===== config.mk =====
export PLATFORM = sky130hd
export DESIGN_NAME = enqueue_agent_v2_flat
export DESIGN_NICKNAME = d
export VERILOG_FILES = /design/src/rtl/enqueue_agent_v2_pkg.sv /design/src/rtl/enqueue_agent_v2_if.sv /design/src/rtl/enqueue_agent_v2.sv /design/src/flat_wrapper.sv
export SDC_FILE = /design/constraint.sdc
export NUM_CORES = 1
export LEC_CHECK = 0
export BUFFER_PORTS_ARGS = -buffer_cell sky130_fd_sc_hd__buf_4
export CORE_MARGIN = 5
export CORE_UTILIZATION = 26
export DETAILED_ROUTE_END_ITERATION = 12
export PLACE_DENSITY = 0.85
export SYNTH_ARGS = -nofsm -noshare
export SYNTH_HDL_FRONTEND = slang
export SYNTH_SLANG_ARGS = --single-unit

===== constraint.sdc =====
create_clock -name axis_aclk -period 2.1 [get_ports axis_aclk]
set_input_delay 0.315 -clock axis_aclk [delete_from_list [all_inputs] [get_ports axis_aclk]]
set_output_delay 0.315 -clock axis_aclk [all_outputs]
set_load 0.005 [all_outputs]

===== src/rtl/enqueue_agent_v2_pkg.sv =====
// Shared types and helpers for the enqueue agent: FSM states, drop-mode
// encodings, default destination-flag position and the grant function.
package enqueue_agent_pkg;

    typedef enum logic [1:0] {
        ST_IDLE  = 2'd0,
        ST_WRITE = 2'd1,
        ST_DROP  = 2'd2
    } state_e;

    localparam int PARTIAL         = 0;
    localparam int ALL_OR_NONE     = 1;
    localparam int DST_POS_DEFAULT = 24;
    localparam int MAX_PORTS       = 8;

    // Ports are zero-extended to MAX_PORTS so one function serves every NUM_PORTS.
    function automatic logic [MAX_PORTS-1:0] calc_grant(
        input logic [MAX_PORTS-1:0] dst,
        input logic [MAX_PORTS-1:0] almost_full,
        input logic                 all_or_none
    );
        logic [MAX_PORTS-1:0] conflict;
        conflict = dst & almost_full;
        if (all_or_none && (conflict != '0)) begin
            calc_grant = '0;
        end else begin
            calc_grant = dst & ~almost_full;
        end
    endfunction

endpackage


===== src/rtl/enqueue_agent_v2_if.sv =====
// Pipeline-to-agent stream plus per-port buffer/PIFO control bundle.
// Handshake: a beat transfers on a rising edge where s_axis_tvalid && s_axis_tready are both 1.
interface enqueue_agent_v2_if
    import enqueue_agent_pkg::*;
#(
    parameter int NUM_PORTS   = 5,
    parameter int TUSER_WIDTH = 128
);
    logic                   s_axis_tvalid;
    logic                   s_axis_tready;
    logic [TUSER_WIDTH-1:0] s_axis_tuser;
    logic                   s_axis_tlast;
    logic [NUM_PORTS-1:0]   s_axis_buffer_almost_full;
    logic [NUM_PORTS-1:0]   m_axis_ctl_buffer_wr_en;
    logic [NUM_PORTS-1:0]   m_axis_ctl_pifo_in_en;
    state_e                 dbg_state;

    modport master (
        output s_axis_tvalid, s_axis_tuser, s_axis_tlast, s_axis_buffer_almost_full,
        input  s_axis_tready, m_axis_ctl_buffer_wr_en, m_axis_ctl_pifo_in_en, dbg_state
    );

    modport slave (
        input  s_axis_tvalid, s_axis_tuser, s_axis_tlast, s_axis_buffer_almost_full,
        output s_axis_tready, m_axis_ctl_buffer_wr_en, m_axis_ctl_pifo_in_en, dbg_state
    );
endinterface


===== src/rtl/enqueue_agent_v2.sv =====
// Enqueue agent: grants a packet to its non-full destination ports on the first beat and
// drives per-beat buffer writes and a per-packet PIFO pulse. Drop counter: ENQ_AGENT_DROP_CNT_EN.
module enqueue_agent_v2
    import enqueue_agent_pkg::*;
#(
    parameter int NUM_PORTS   = 5,
    parameter int TUSER_WIDTH = 128,
    parameter int DST_POS     = DST_POS_DEFAULT,
    parameter int DROP_MODE   = PARTIAL
) (
    input  logic                axis_aclk,
    input  logic                axis_resetn,
    enqueue_agent_v2_if.slave   bus
`ifdef ENQ_AGENT_DROP_CNT_EN
    ,
    output logic [31:0]         m_drop_count
`endif
);

    state_e                 r_state;
    state_e                 w_state_nxt;
    logic                   r_tready;
    logic [NUM_PORTS-1:0]   r_grant;
    logic [NUM_PORTS-1:0]   r_wr_en;
    logic [NUM_PORTS-1:0]   r_pifo_en;
    logic [NUM_PORTS-1:0]   w_dst;
    logic [NUM_PORTS-1:0]   w_grant_first;
    logic [NUM_PORTS-1:0]   w_grant_cur;
    logic [MAX_PORTS-1:0]   w_dst_ext;
    logic [MAX_PORTS-1:0]   w_af_ext;
    logic [MAX_PORTS-1:0]   w_grant_ext;
    logic                   w_accept;
    logic                   w_last_beat;
    logic                   w_unused_bits;

    for (genvar i = 0; i < NUM_PORTS; i++) begin : g_dst
        assign w_dst[i] = bus.s_axis_tuser[DST_POS + 2*i];
    end

    always_comb begin
        w_dst_ext                = '0;
        w_af_ext                 = '0;
        w_dst_ext[NUM_PORTS-1:0] = w_dst;
        w_af_ext[NUM_PORTS-1:0]  = bus.s_axis_buffer_almost_full;
    end

    assign w_grant_ext   = calc_grant(w_dst_ext, w_af_ext, DROP_MODE == ALL_OR_NONE);
    assign w_grant_first = w_grant_ext[NUM_PORTS-1:0];
    assign w_unused_bits = ^{bus.s_axis_tuser, w_grant_ext};

    assign w_accept    = bus.s_axis_tvalid & r_tready;
    assign w_last_beat = w_accept & bus.s_axis_tlast;
    // The first beat uses the live grant; later beats reuse the latched one.
    assign w_grant_cur = (r_state == ST_IDLE) ? w_grant_first : r_grant;

    always_comb begin
        w_state_nxt = r_state;
        case (r_state)
            ST_IDLE: begin
                if (w_accept && !bus.s_axis_tlast) begin
                    w_state_nxt = (w_grant_first != '0) ? ST_WRITE : ST_DROP;
                end
            end
            ST_WRITE, ST_DROP: begin
                if (w_last_beat) begin
                    w_state_nxt = ST_IDLE;
                end
            end
            default: w_state_nxt = ST_IDLE;
        endcase
    end

    always_ff @(posedge axis_aclk or negedge axis_resetn) begin
        if (!axis_resetn) begin
            r_state   <= ST_IDLE;
            r_tready  <= 1'b0;
            r_grant   <= '0;
            r_wr_en   <= '0;
            r_pifo_en <= '0;
        end else begin
            r_state   <= w_state_nxt;
            r_tready  <= 1'b1;
            if (w_accept && (r_state == ST_IDLE)) begin
                r_grant <= w_grant_first;
            end
            r_wr_en   <= w_accept    ? w_grant_cur : '0;
            r_pifo_en <= w_last_beat ? w_grant_cur : '0;
        end
    end

`ifdef ENQ_AGENT_DROP_CNT_EN
    logic        w_drop_evt;
    logic [31:0] r_drop_count;

    assign w_drop_evt = w_last_beat && (w_grant_cur == '0);

    always_ff @(posedge axis_aclk or negedge axis_resetn) begin
        if (!axis_resetn) begin
            r_drop_count <= '0;
        end else if (w_drop_evt && (r_drop_count != 32'hFFFF_FFFF)) begin
            r_drop_count <= r_drop_count + 32'd1;
        end
    end

    assign m_drop_count = r_drop_count;
`endif

    assign bus.s_axis_tready           = r_tready;
    assign bus.m_axis_ctl_buffer_wr_en = r_wr_en;
    assign bus.m_axis_ctl_pifo_in_en   = r_pifo_en;
    assign bus.dbg_state               = r_state;

endmodule


===== src/flat_wrapper.sv =====
// flat-port wrapper written by rule: the top's interface ports become plain ports
module enqueue_agent_v2_flat import enqueue_agent_pkg::*;
#(
    parameter int NUM_PORTS   = 5,
    parameter int TUSER_WIDTH = 128,
    parameter int DST_POS     = DST_POS_DEFAULT,
    parameter int DROP_MODE   = PARTIAL
)
  (axis_aclk, axis_resetn, bus_s_axis_tvalid, bus_s_axis_tuser, bus_s_axis_tlast, bus_s_axis_buffer_almost_full, bus_s_axis_tready, bus_m_axis_ctl_buffer_wr_en, bus_m_axis_ctl_pifo_in_en, bus_dbg_state);
  enqueue_agent_v2_if #(.NUM_PORTS(NUM_PORTS), .TUSER_WIDTH(TUSER_WIDTH)) bus_i ();
  input  logic axis_aclk;
  input  logic axis_resetn;
  input wire logic [$bits(bus_i.s_axis_tvalid)-1:0] bus_s_axis_tvalid;
  input wire logic [$bits(bus_i.s_axis_tuser)-1:0] bus_s_axis_tuser;
  input wire logic [$bits(bus_i.s_axis_tlast)-1:0] bus_s_axis_tlast;
  input wire logic [$bits(bus_i.s_axis_buffer_almost_full)-1:0] bus_s_axis_buffer_almost_full;
  output wire logic [$bits(bus_i.s_axis_tready)-1:0] bus_s_axis_tready;
  output wire logic [$bits(bus_i.m_axis_ctl_buffer_wr_en)-1:0] bus_m_axis_ctl_buffer_wr_en;
  output wire logic [$bits(bus_i.m_axis_ctl_pifo_in_en)-1:0] bus_m_axis_ctl_pifo_in_en;
  output wire logic [$bits(bus_i.dbg_state)-1:0] bus_dbg_state;
  assign bus_i.s_axis_tvalid = bus_s_axis_tvalid;
  assign bus_i.s_axis_tuser = bus_s_axis_tuser;
  assign bus_i.s_axis_tlast = bus_s_axis_tlast;
  assign bus_i.s_axis_buffer_almost_full = bus_s_axis_buffer_almost_full;
  assign bus_s_axis_tready = bus_i.s_axis_tready;
  assign bus_m_axis_ctl_buffer_wr_en = bus_i.m_axis_ctl_buffer_wr_en;
  assign bus_m_axis_ctl_pifo_in_en = bus_i.m_axis_ctl_pifo_in_en;
  assign bus_dbg_state = bus_i.dbg_state;
  enqueue_agent_v2 #(.NUM_PORTS(NUM_PORTS), .TUSER_WIDTH(TUSER_WIDTH), .DST_POS(DST_POS), .DROP_MODE(DROP_MODE)) u_core (.axis_aclk(axis_aclk), .axis_resetn(axis_resetn), .bus(bus_i));
endmodule

==> results.yml <==
final_layout:
  drive_gt1_share_pct: 37.5
  antenna_diode_count: 0
  syn_to_final_growth_pct: 33.6
  design.final.nets: 236
  finalNonFillerCells: 127
logic_synthesis:
  synthesis.yosys.warnings: 0
  asyncSetResetFlopFracSynth_pct: 100
  synth_most_common_cell: "sky130_fd_sc_hd__dfrtp_1"
  synthTopCellsByCount: "sky130_fd_sc_hd__dfrtp_1 (18), sky130_fd_sc_hd__nor2_1 (11), sky130_fd_sc_hd__inv_1 (6), sky130_fd_sc_hd__nand2_1 (5)"
  synth-seq-area-share_pct: 59.2
  synthesis.instances: 67
  synth_enable_flop_cells: 0
  synth_largest_type_area_fraction_pct: 59.2
  ys_types: 22
  synth_seq_cells: 18
  postSynthNetCount: 205
  mappedNetlistArea_sq_um: 761
  post_synth_main_area_contributors: "sky130_fd_sc_hd__dfrtp_1 (59%), sky130_fd_sc_hd__mux2_2 (5.9%), sky130_fd_sc_hd__nor2_1 (5.4%), sky130_fd_sc_hd__nand2b_1 (3.3%), sky130_fd_sc_hd__inv_1 (3.0%)"
  synth_top_cell_by_area: "sky130_fd_sc_hd__dfrtp_1"
  avgSynthCellArea_sq_um: 11.4
  ys_dominant_reg_cell: "sky130_fd_sc_hd__dfrtp_1"
detailed_routing:
  antenna_left: 0
  routed_via_density: 4.40
  wl_microns: 1520
  first_pass_iters: 4
  routed-via-count: 559
  first_iter_violations: 9
  drc: 0
  detail_route.wl_per_cell_microns: 12.0
sta:
  finalWorstPathRequiredPeriod_ps: 1670
  skew_ps: 1.03
  hold-worst-slack_ps: 337
  endpoints_failing_setup: 0
  grt_setup_unrepaired: "no"
  tns_ps: 0
  fin_ws_ps: 431
  final-hold-violation-count: 0
  fmaxAchievable_mhz: 599
  timing_max_transition_violations_final: 0
  layout_worst_path_cycle_share_pct: 79.5
floorplan:
  start_util_pct: 27.4
  die_area_sq_mm: 0.00411
  io-pin-count: 150
  core_region_area_sq_mm: 0.00278
  floorplan.rows: 19
  floorplan.die.width_microns: 64.1
  chipHeight_microns: 64.1
global_routing:
  grt_pass1_vias: 597
  groute.usage.overall_pct: 8.01
  antenna_found_initial: 0
  first_pass_grt_wire_length_microns: 2560
  grt_start_max_net_pins: 19
  grt_overflow: 0
power:
  worst_ir_drop_vdd_mv: 0.371
  power.density_cell_area_mw_per_mm2: 942
  leakagePower_nw: 0.510
cts:
  tritoncts: "built"
  htree_num_levels: 1
  numCtsBuffers: 3
  ctsLongestPathBuffers: 2
  worst_skew_pair.late_latency_ps: 290
  ctsRootBufferMaster: "sky130_fd_sc_hd__clkbuf_4"
  cts.sink_count: 18
  clkTransAtPathRegs_ps: 90
  postCtsResizedCells: 0
min_path:
  hold_path.class: "in2reg"
  hold_path.startpoint: "bus_s_axis_tlast"
run:
  max_cap_viol_count: 0
status:
  status: "finished clean"
worst_setup_path:
  critPathKind: "reg2reg"
  setup_crit_start_kind: "register"
  endpoint_kind: "register"
  worst-endpoint-arrival_ps: 1910
  regToRegStartpoint: "u_core.bus.dbg_state[0]"
  worstPathMaxFanout: 10
  worst_ep_required_time_ps: 2340
  crit_path_start: "u_core.bus.dbg_state[0]"
place:
  post-place-cells: 123
  port-buffer-count: 26
  place_hpwl_microns: 1230
  worst_setup_slack_after_placement_ps: 442
  gpl_wtd_cong: 0.807
[report_power, final]
part	internal, W	switching, W	total, W	leakage [nW]
Clock	0.0000669	0.0000977	0.000165	0.0138
Combinational	0.000179	0.000164	0.000343	0.254
Sequential	0.000414	0.0000358	0.000450	0.242
Total	0.000660	0.000297	0.000957	0.510
[registers in the layout (all words and copies together), names as in the netlist]
signal,cells
u_core.bus.m_axis_ctl_pifo_in_en,5
u_core.bus.m_axis_ctl_buffer_wr_en,5
u_core.r_grant,5
u_core.bus.dbg_state,2
u_core.bus.s_axis_tready,1
[layout by cell type (no fill, tap or decap), drive strengths merged, types with 2 or more instances in the layout]
master / n
nor2: 11
o21ai: 4
buf: 26
nand2b: 4
dfrtp: 18
nand2: 5
mux2: 5
nand3: 2
inv: 6
clkbuf: 3
[timing repair]
action                    CTS  global route
hold endpoints to repair   18             0
hold buffers                1             0
buffers inserted            0             0
[metrics by stage]
stage | total power [W] | instance area [sq um] | utilization [%]
after global routing | 0.00102 | 1020 | 36.5
after global placement | 0.000778 | 983 | 35.4
after detailed placement | 0.000803 | 983 | 35.4
final | 0.000957 | 1020 | 36.5
after floorplan | 0.000703 | 761 | -
after CTS | 0.000970 | 1020 | 36.5
[final cells by class]
cell class | instances | area [sq um]
clock buffers | 3 | 22.5
fillers | 275 | 1770
inverters | 6 | 22.5
multi-input cells | 42 | 277
flip-flops and latches | 18 | 450
well taps | 31 | 38.8
repair buffers | 27 | 205
[critical path, stage by stage, from the launching register on]
cell and delay, ps:
sky130_fd_sc_hd__dfrtp_1 400, sky130_fd_sc_hd__inv_1 60, sky130_fd_sc_hd__ha_1 380, sky130_fd_sc_hd__nand3_4 190
sky130_fd_sc_hd__or3_4 380, sky130_fd_sc_hd__nor3_2 110, sky130_fd_sc_hd__a21o_1 100
[per-layer routing]
metal	track usage, %	share of wire (%)
met5	0	0
met4	5.34	2.6
met3	4.20	13
met2	11.9	45
met1	8.81	40
[worst paths after layout]
path / end / slack, ps / cells after the start
worst min register to register: u_core.r_grant[4] / 490 / 2
max in group asynchronous: u_core.bus.dbg_state[0] / 1500 / 2
worst min-delay path: u_core.bus.dbg_state[0] / 340 / 3
worst max-delay path: u_core.bus.dbg_state[1] / 430 / 6
min in group asynchronous: u_core.bus.m_axis_ctl_pifo_in_en[2] / 420 / 2
worst max register to register: u_core.bus.dbg_state[1] / 430 / 6
[cells by family (layout without fill, tap and decap cells)]
group	after synthesis	count (layout)	share of synthesized area, %
and+or+nand+nor	26	26	18.6
other	1	1	0.493
AOI/OAI and AO/OA	8	8	6.91
adders and majority gates	1	1	1.64
DFF	18	18	59.2
muxes	6	6	8.72
buffers and inverters	7	36	4.44
Power figures use the tool's default switching activity.
